`src/rtl/inst_fetch_queue_pkg.sv`:
```
// Shared definitions for the instruction fetch queue: geometry, entry layout and pop encodings.
package inst_fetch_queue_pkg;

  localparam int unsigned IFQ_DEPTH   = 16;
  localparam int unsigned IFQ_INST_W  = 32;
  localparam int unsigned IFQ_ADDR_W  = 32;
  localparam int unsigned IFQ_PTR_W   = $clog2(IFQ_DEPTH);
  localparam int unsigned IFQ_CNT_W   = IFQ_PTR_W + 1;
  localparam int unsigned IFQ_ENTRY_W = IFQ_INST_W + IFQ_ADDR_W;

  // One queued fetch: instruction word with its PC
  typedef struct packed {
    logic [IFQ_INST_W-1:0] inst;
    logic [IFQ_ADDR_W-1:0] addr;
  } ifq_entry_t;

  // Decode pop request encodings; the top encoding behaves like a pop of two
  typedef enum logic [1:0] {
    POP_NONE    = 2'd0,
    POP_ONE     = 2'd1,
    POP_TWO     = 2'd2,
    POP_TWO_ALT = 2'd3
  } pop_enc_e;

endpackage

```
`src/rtl/inst_fetch_queue_ram.sv`:
```
// Entry storage for the fetch queue: two write ports and two asynchronous read ports.
module inst_fetch_queue_ram #(
  parameter int unsigned DEPTH = 16,
  parameter int unsigned WIDTH = 64
) (
  input  logic                     clk,
  input  logic                     we1,
  input  logic [$clog2(DEPTH)-1:0] waddr1,
  input  logic [WIDTH-1:0]         wdata1,
  input  logic                     we2,
  input  logic [$clog2(DEPTH)-1:0] waddr2,
  input  logic [WIDTH-1:0]         wdata2,
  input  logic [$clog2(DEPTH)-1:0] raddr1,
  output logic [WIDTH-1:0]         rdata1,
  input  logic [$clog2(DEPTH)-1:0] raddr2,
  output logic [WIDTH-1:0]         rdata2
);

  logic [WIDTH-1:0] mem [DEPTH];

  // Write ports always target distinct addresses (addr, addr+1)
  always_ff @(posedge clk) begin
    if (we1) mem[waddr1] <= wdata1;
    if (we2) mem[waddr2] <= wdata2;
  end

  // Asynchronous reads of the two oldest entries
  always_comb begin
    rdata1 = mem[raddr1];
    rdata2 = mem[raddr2];
  end

endmodule

```
`src/rtl/inst_fetch_queue.sv`:
```
// Instruction fetch queue between the ICache path and dual-issue decode.
// Accepts 0/1/2 entries per cycle, presents the two oldest, decode pops 0/1/2.
// Optional feature macro: IFQ_BYPASS_EN (empty-queue zero-latency bypass).
module inst_fetch_queue
  import inst_fetch_queue_pkg::*;
#(
  parameter int unsigned DEPTH  = IFQ_DEPTH,
  parameter int unsigned INST_W = IFQ_INST_W,
  parameter int unsigned ADDR_W = IFQ_ADDR_W
) (
  input  logic                       clk,
  input  logic                       rst,
  input  logic                       flush,
  input  logic                       inst1_valid_i,
  input  logic                       inst2_valid_i,
  input  logic [INST_W-1:0]          inst1_i,
  input  logic [INST_W-1:0]          inst2_i,
  input  logic [ADDR_W-1:0]          inst1_addr_i,
  input  logic [ADDR_W-1:0]          inst2_addr_i,
  input  logic [1:0]                 pop_num_i,
  output logic [INST_W-1:0]          head1_o,
  output logic [ADDR_W-1:0]          head1_addr_o,
  output logic                       head1_valid_o,
  output logic [INST_W-1:0]          head2_o,
  output logic [ADDR_W-1:0]          head2_addr_o,
  output logic                       head2_valid_o,
  output logic                       full_o,
  output logic [$clog2(DEPTH):0]     count_o
);

  localparam int unsigned PTR_W   = $clog2(DEPTH);
  localparam int unsigned CNT_W   = PTR_W + 1;
  localparam int unsigned ENTRY_W = INST_W + ADDR_W;

  logic [PTR_W-1:0]   wr_ptr;
  logic [PTR_W-1:0]   rd_ptr;
  logic [CNT_W-1:0]   count;

  logic [1:0]         push_req;
  logic [1:0]         push_acc;
  logic [1:0]         pop_req;
  logic [1:0]         pop_eff;
  logic [CNT_W-1:0]   pop_avail;
  logic [1:0]         skip;
  logic [1:0]         store_n;

  logic               we1;
  logic               we2;
  logic [ENTRY_W-1:0] wdata1;
  logic [ENTRY_W-1:0] wdata2;
  logic [ENTRY_W-1:0] rdata1;
  logic [ENTRY_W-1:0] rdata2;

  // Occupancy-derived status
  always_comb begin
    full_o  = count > CNT_W'(DEPTH - 2);
    count_o = count;
  end

  // Push/pop accounting, including the empty-queue bypass when enabled
  always_comb begin
    push_req = {1'b0, inst1_valid_i} + {1'b0, inst1_valid_i & inst2_valid_i};
    push_acc = full_o ? 2'd0 : push_req;

    pop_req = 2'd0;
    unique case (pop_enc_e'(pop_num_i))
      POP_NONE:    pop_req = 2'd0;
      POP_ONE:     pop_req = 2'd1;
      POP_TWO:     pop_req = 2'd2;
      POP_TWO_ALT: pop_req = 2'd2;
      default:     pop_req = 2'd2;
    endcase

    pop_avail = count;
`ifdef IFQ_BYPASS_EN
    if (count == '0 && !flush) pop_avail = CNT_W'(push_acc);
`endif
    pop_eff = (CNT_W'(pop_req) > pop_avail) ? pop_avail[1:0] : pop_req;

    skip = 2'd0;
`ifdef IFQ_BYPASS_EN
    if (count == '0 && !flush) skip = pop_eff;
`endif
    store_n = push_acc - skip;
  end

  // Write-port steering: bypass-consumed slots are never stored
  always_comb begin
    wdata1 = {inst1_i, inst1_addr_i};
    wdata2 = {inst2_i, inst2_addr_i};
    if (skip == 2'd1) wdata1 = {inst2_i, inst2_addr_i};
    we1 = !rst && !flush && (store_n != 2'd0);
    we2 = !rst && !flush && (store_n == 2'd2);
  end

  // Pointer and occupancy state; flush discards everything including same-cycle traffic
  always_ff @(posedge clk) begin
    if (rst || flush) begin
      wr_ptr <= '0;
      rd_ptr <= '0;
      count  <= '0;
    end else begin
      wr_ptr <= wr_ptr + PTR_W'(store_n);
      rd_ptr <= rd_ptr + PTR_W'(pop_eff - skip);
      count  <= count + CNT_W'(push_acc) - CNT_W'(pop_eff);
    end
  end

  inst_fetch_queue_ram #(
    .DEPTH (DEPTH),
    .WIDTH (ENTRY_W)
  ) u_ram (
    .clk    (clk),
    .we1    (we1),
    .waddr1 (wr_ptr),
    .wdata1 (wdata1),
    .we2    (we2),
    .waddr2 (wr_ptr + PTR_W'(1)),
    .wdata2 (wdata2),
    .raddr1 (rd_ptr),
    .rdata1 (rdata1),
    .raddr2 (rd_ptr + PTR_W'(1)),
    .rdata2 (rdata2)
  );

  // Head presentation, optionally bypassing the incoming pair on an empty queue
  always_comb begin
    {head1_o, head1_addr_o} = rdata1;
    {head2_o, head2_addr_o} = rdata2;
    head1_valid_o = count >= CNT_W'(1);
    head2_valid_o = count >= CNT_W'(2);
`ifdef IFQ_BYPASS_EN
    if (count == '0 && !flush) begin
      head1_o       = inst1_i;
      head1_addr_o  = inst1_addr_i;
      head2_o       = inst2_i;
      head2_addr_o  = inst2_addr_i;
      head1_valid_o = inst1_valid_i;
      head2_valid_o = inst1_valid_i & inst2_valid_i;
    end
`endif
  end

endmodule

```
`config.mk`:
```
export PLATFORM = sky130hd
export DESIGN_NAME = inst_fetch_queue
export DESIGN_NICKNAME = d
export VERILOG_FILES = /design/src/rtl/inst_fetch_queue_pkg.sv /design/src/rtl/inst_fetch_queue_ram.sv /design/src/rtl/inst_fetch_queue.sv
export SDC_FILE = /design/constraint.sdc
export NUM_CORES = 2
export LEC_CHECK = 0
export CORE_ASPECT_RATIO = 0.7
export CORE_MARGIN = 8
export CORE_UTILIZATION = 45
export DETAILED_ROUTE_END_ITERATION = 12
export HOLD_SLACK_MARGIN = 0.08
export PLACE_DENSITY = 0.6
export SLEW_MARGIN = 20
export SYNTH_ARGS = -nofsm -noshare
export SYNTH_HDL_FRONTEND = slang
export SYNTH_SLANG_ARGS = --single-unit
```
`constraint.sdc`:
```
create_clock -name clk -period 9.4 [get_ports clk]
set_input_delay 1.41 -clock clk [delete_from_list [all_inputs] [get_ports clk]]
set_output_delay 1.41 -clock clk [all_outputs]
set_load 0.02 [all_outputs]
```
==> flow_summary.yaml <==
critical_path:
  cp_max_fo: 33
  cp_cell_instances: "buf_4, a21bo_2, a41o_4, buf_4, nand2_1, nand4_1, clkdlybuf4s50_1"
  regToRegSetupSlack_ns: 5.08
  worst-endpoint-required_ns: 7.99
  cp-start-kind: "flip-flop"
  cpMaxStageDelayCell: "sky130_fd_sc_hd__dfxtp_4"
  endpoint_kind: "output port"
  rr_startpoint: "count_o[2]"
  crit_start: "rd_ptr[1]"
  max_stage_delay_ns: 0.76
  worst-endpoint-arrival_ns: 5.27
  crit_buf_inv: 3
  crit_family: "buffers and inverters"
  timing_worst_setup_path_type: "flip-flop to output port"
  worst_path_most_repeated_cell: "sky130_fd_sc_hd__buf_4"
yosys:
  dominantRegCellSynth: "sky130_fd_sc_hd__edfxtp_1"
  yosys_warnings: 0
  syn-num-nets: 3813
  syn_area_per_cell_um2: 16.5
  yosysUniqueCellTypes: 45
  synth-edff-count: 1024
  post_synth_inst_count: 3657
  synthesis.area_mm2: 0.0604
  sequential_fraction_of_the_synthesis_area_pct: 51.4
  async_set_or_reset_register_ratio_after_synthesis_pct: 0
  yosys_register_bits: 1037
timing:
  achievable-frequency_mhz: 150
  rsz0062_at_grt: "false"
  timing.clock.skew_ns: 0.0321
  timing.final.max_slew_violations: 0
  timing.final.crit_share_pct: 71.1
  final-hold-violation-count: 0
  final.setup.worst_slack_ns: 2.72
  layout_min_cycle_time_ns: 6.68
  worst_slew_pin_slew_ns: 1.21
  slew-limit-headroom_pct: 19.3
  fin_tns_setup_ns: 0
  finalSetupViolations: 0
cts:
  worstSkewPairLatency_ns: 0.74
  cts_max_level: 3
  root_buffer: "sky130_fd_sc_hd__clkbuf_16"
  cts.clk_slew.worst_paths_ns: 0.07
  cts_buffer_depth: 3
  tritoncts_clock_tree: "yes"
  cts.repair_timing.setup_buffer_count: 0
  gates_resized_cts_repair: 0
  clock_sink_count: 1037
  cts_hold_buffers: 0
  tritoncts.num_buffers: 108
drt:
  drcViolationCount: 0
  drt.antenna.violating_nets: 0
  detailedRoute.firstIterationViolations: 4429
  detail_route.first_pass.iterations: 5
  vias: 37700
  post_drt_via_cell_ratio: 6.76
  sum_of_routed_wire_length_over_all_layers_um: 203000
  final_routed_wire_length_divided_by_cell_count_um: 36.5
worst_hold_path:
  min_path_type: "flip-flop to flip-flop"
  hold_start: "wr_ptr[2]"
power_and_ir_drop:
  fin_total_pwr_mw: 13.1
  ir_worst_vdd_mv: 0.147
  power.static_leakage_nw: 21.7
  power_density_mw_per_mm2: 192
global_route:
  grtUsageMet2_pct: 42.7
  grt_pass1_vias: 37500
  grt_pass1_wl_um: 287000
  globalRouteTotalUtil_pct: 27.1
  grt_max_degree: 126
  antenna_found_initial: 21
  grt-ovfl-total: 0
  grt_most_used_layer: "met2"
  use_met1_pct: 38.4
  groute.layer.met3.usage_pct: 4.71
floorplan:
  io_pins: 271
  fp.dieW_um: 454
  start_util_pct: 45.3
  core_region_area_mm2: 0.133
  fp-row-count: 112
  floorplan.die_area_mm2: 0.146
  die_height_um: 322
cells_and_area:
  fin_nets: 3852
  num-fill-cells: 11100
  layout-drive-gt1-share_pct: 45.2
  layout-area-overhead-vs-synth_pct: 12.6
placement:
  port_buffers: 270
  finalWeightedCongestion: 0.768
  dp.final_hpwl_um: 105000
  detailedPlace.worstSlack_ns: 3.48
flow_run:
  cap_viol_max_count: 0
status:
  status: "finished, final reports clean"
==> worst min-delay path, stage by stage, from the launching register on <==
cell,delay [ns]
sky130_fd_sc_hd__dfxtp_1,0.39
sky130_fd_sc_hd__xor2_1,0.16
sky130_fd_sc_hd__nor2_1,0.05
==> report_power, final <==
part	internal (mW)	switching (mW)	leakage, nW
clock network	2.53	1.93	1.73
registers	5.13	0.0651	9.32
logic	1.68	1.72	10.7
==> routing by layer <==
layer | vias to the layer above | routed length, µm
li1 | 15100 | -
met4 | 8 | 6180
met5 | - | 45
met3 | 336 | 15900
met1 | 20300 | 85800
met2 | 1952 | 95200
==> state kept, by name (all words and copies together) (netlist names) <==
| name | cells |
|---|---|
| u_ram.mem | 1024 |
| count_o | 5 |
| rd_ptr | 4 |
| wr_ptr | 4 |
==> per-stage QoR <==
step                      instance area, µm²  util [%]  hold WS, ns  instances
after global placement                 64400      48.3        0.612       5353
after floorplan                        60400         -        0.575       3657
after global routing                   68000      51.0        0.696       5564
final                                  68000      51.0        0.639       5568
after CTS                              67900      51.0        0.643       5551
after detailed placement               64400      48.3        0.625       5353
==> cell usage in the layout, fill, tap and decap left out, drive strengths merged, types with 18 or more instances in the layout <==
cell type / instances
clkbuf: 125
a22oi: 129
buf: 84
clkdlybuf4s50: 270
nand2: 197
nand4: 63
nand3: 18
o21ai: 141
edfxtp: 1024
mux2: 1024
clkinv: 50
mux4: 512
==> layout make-up <==
class / count / area [µm²] / share of cell area [%]
Antenna cell: 17 / 42.5 / 0.0626
Clock buffer: 125 / 2830 / 4.16
Clock inverter: 73 / 718 / 1.06
Inverter: 12 / 45.0 / 0.0663
Multi-Input combinational cell: 2183 / 27700 / 40.8
Sequential cell: 1037 / 31000 / 45.6
Tap cell: 1767 / 2210 / 3.25
Timing Repair Buffer: 354 / 3390 / 4.98
==> synth_stat cells, types with 7 or more instances <==
library cell | n | area (µm²)
sky130_fd_sc_hd__a22oi_1 | 129 | 968
sky130_fd_sc_hd__buf_1 | 7 | 26.3
sky130_fd_sc_hd__buf_2 | 160 | 801
sky130_fd_sc_hd__buf_4 | 15 | 113
sky130_fd_sc_hd__buf_6 | 24 | 270
sky130_fd_sc_hd__clkbuf_1 | 219 | 822
sky130_fd_sc_hd__dfxtp_1 | 13 | 260
sky130_fd_sc_hd__edfxtp_1 | 1024 | 30700
sky130_fd_sc_hd__ha_1 | 17 | 213
sky130_fd_sc_hd__inv_1 | 12 | 45.0
sky130_fd_sc_hd__mux2_1 | 115 | 1290
sky130_fd_sc_hd__mux2_2 | 777 | 8750
sky130_fd_sc_hd__mux2_4 | 132 | 1980
sky130_fd_sc_hd__mux4_2 | 512 | 11500
sky130_fd_sc_hd__nand2_1 | 197 | 739
sky130_fd_sc_hd__nand3_1 | 18 | 90.1
sky130_fd_sc_hd__nand4_1 | 63 | 394
sky130_fd_sc_hd__nor2_1 | 16 | 60.1
sky130_fd_sc_hd__o21ai_0 | 141 | 706
==> final timing paths <==
| check | endpoint | cells past startpoint |
|---|---|---|
| min | wr_ptr[2] | 2 |
| max | head2_o[15] | 7 |
| max reg2reg | u_ram.mem[12][16] | 7 |
| min reg2reg | wr_ptr[2] | 2 |
==> cell families (layout without fill, tap and decap cells) <==
logic type	count (synthesis)	count (layout)	share of synthesized area, %
AOI/OAI and AO/OA	290	290	3.02
xor gates and xnor gates	7	7	0.102
adders and majority gates	21	21	0.485
buffers and inverters	437	564	3.44
DFF	1037	1037	51.4
muxes	1537	1537	39.0
other	0	17	0
and+or+nand+nor	328	328	2.54
(Power assumes the default switching activity.)
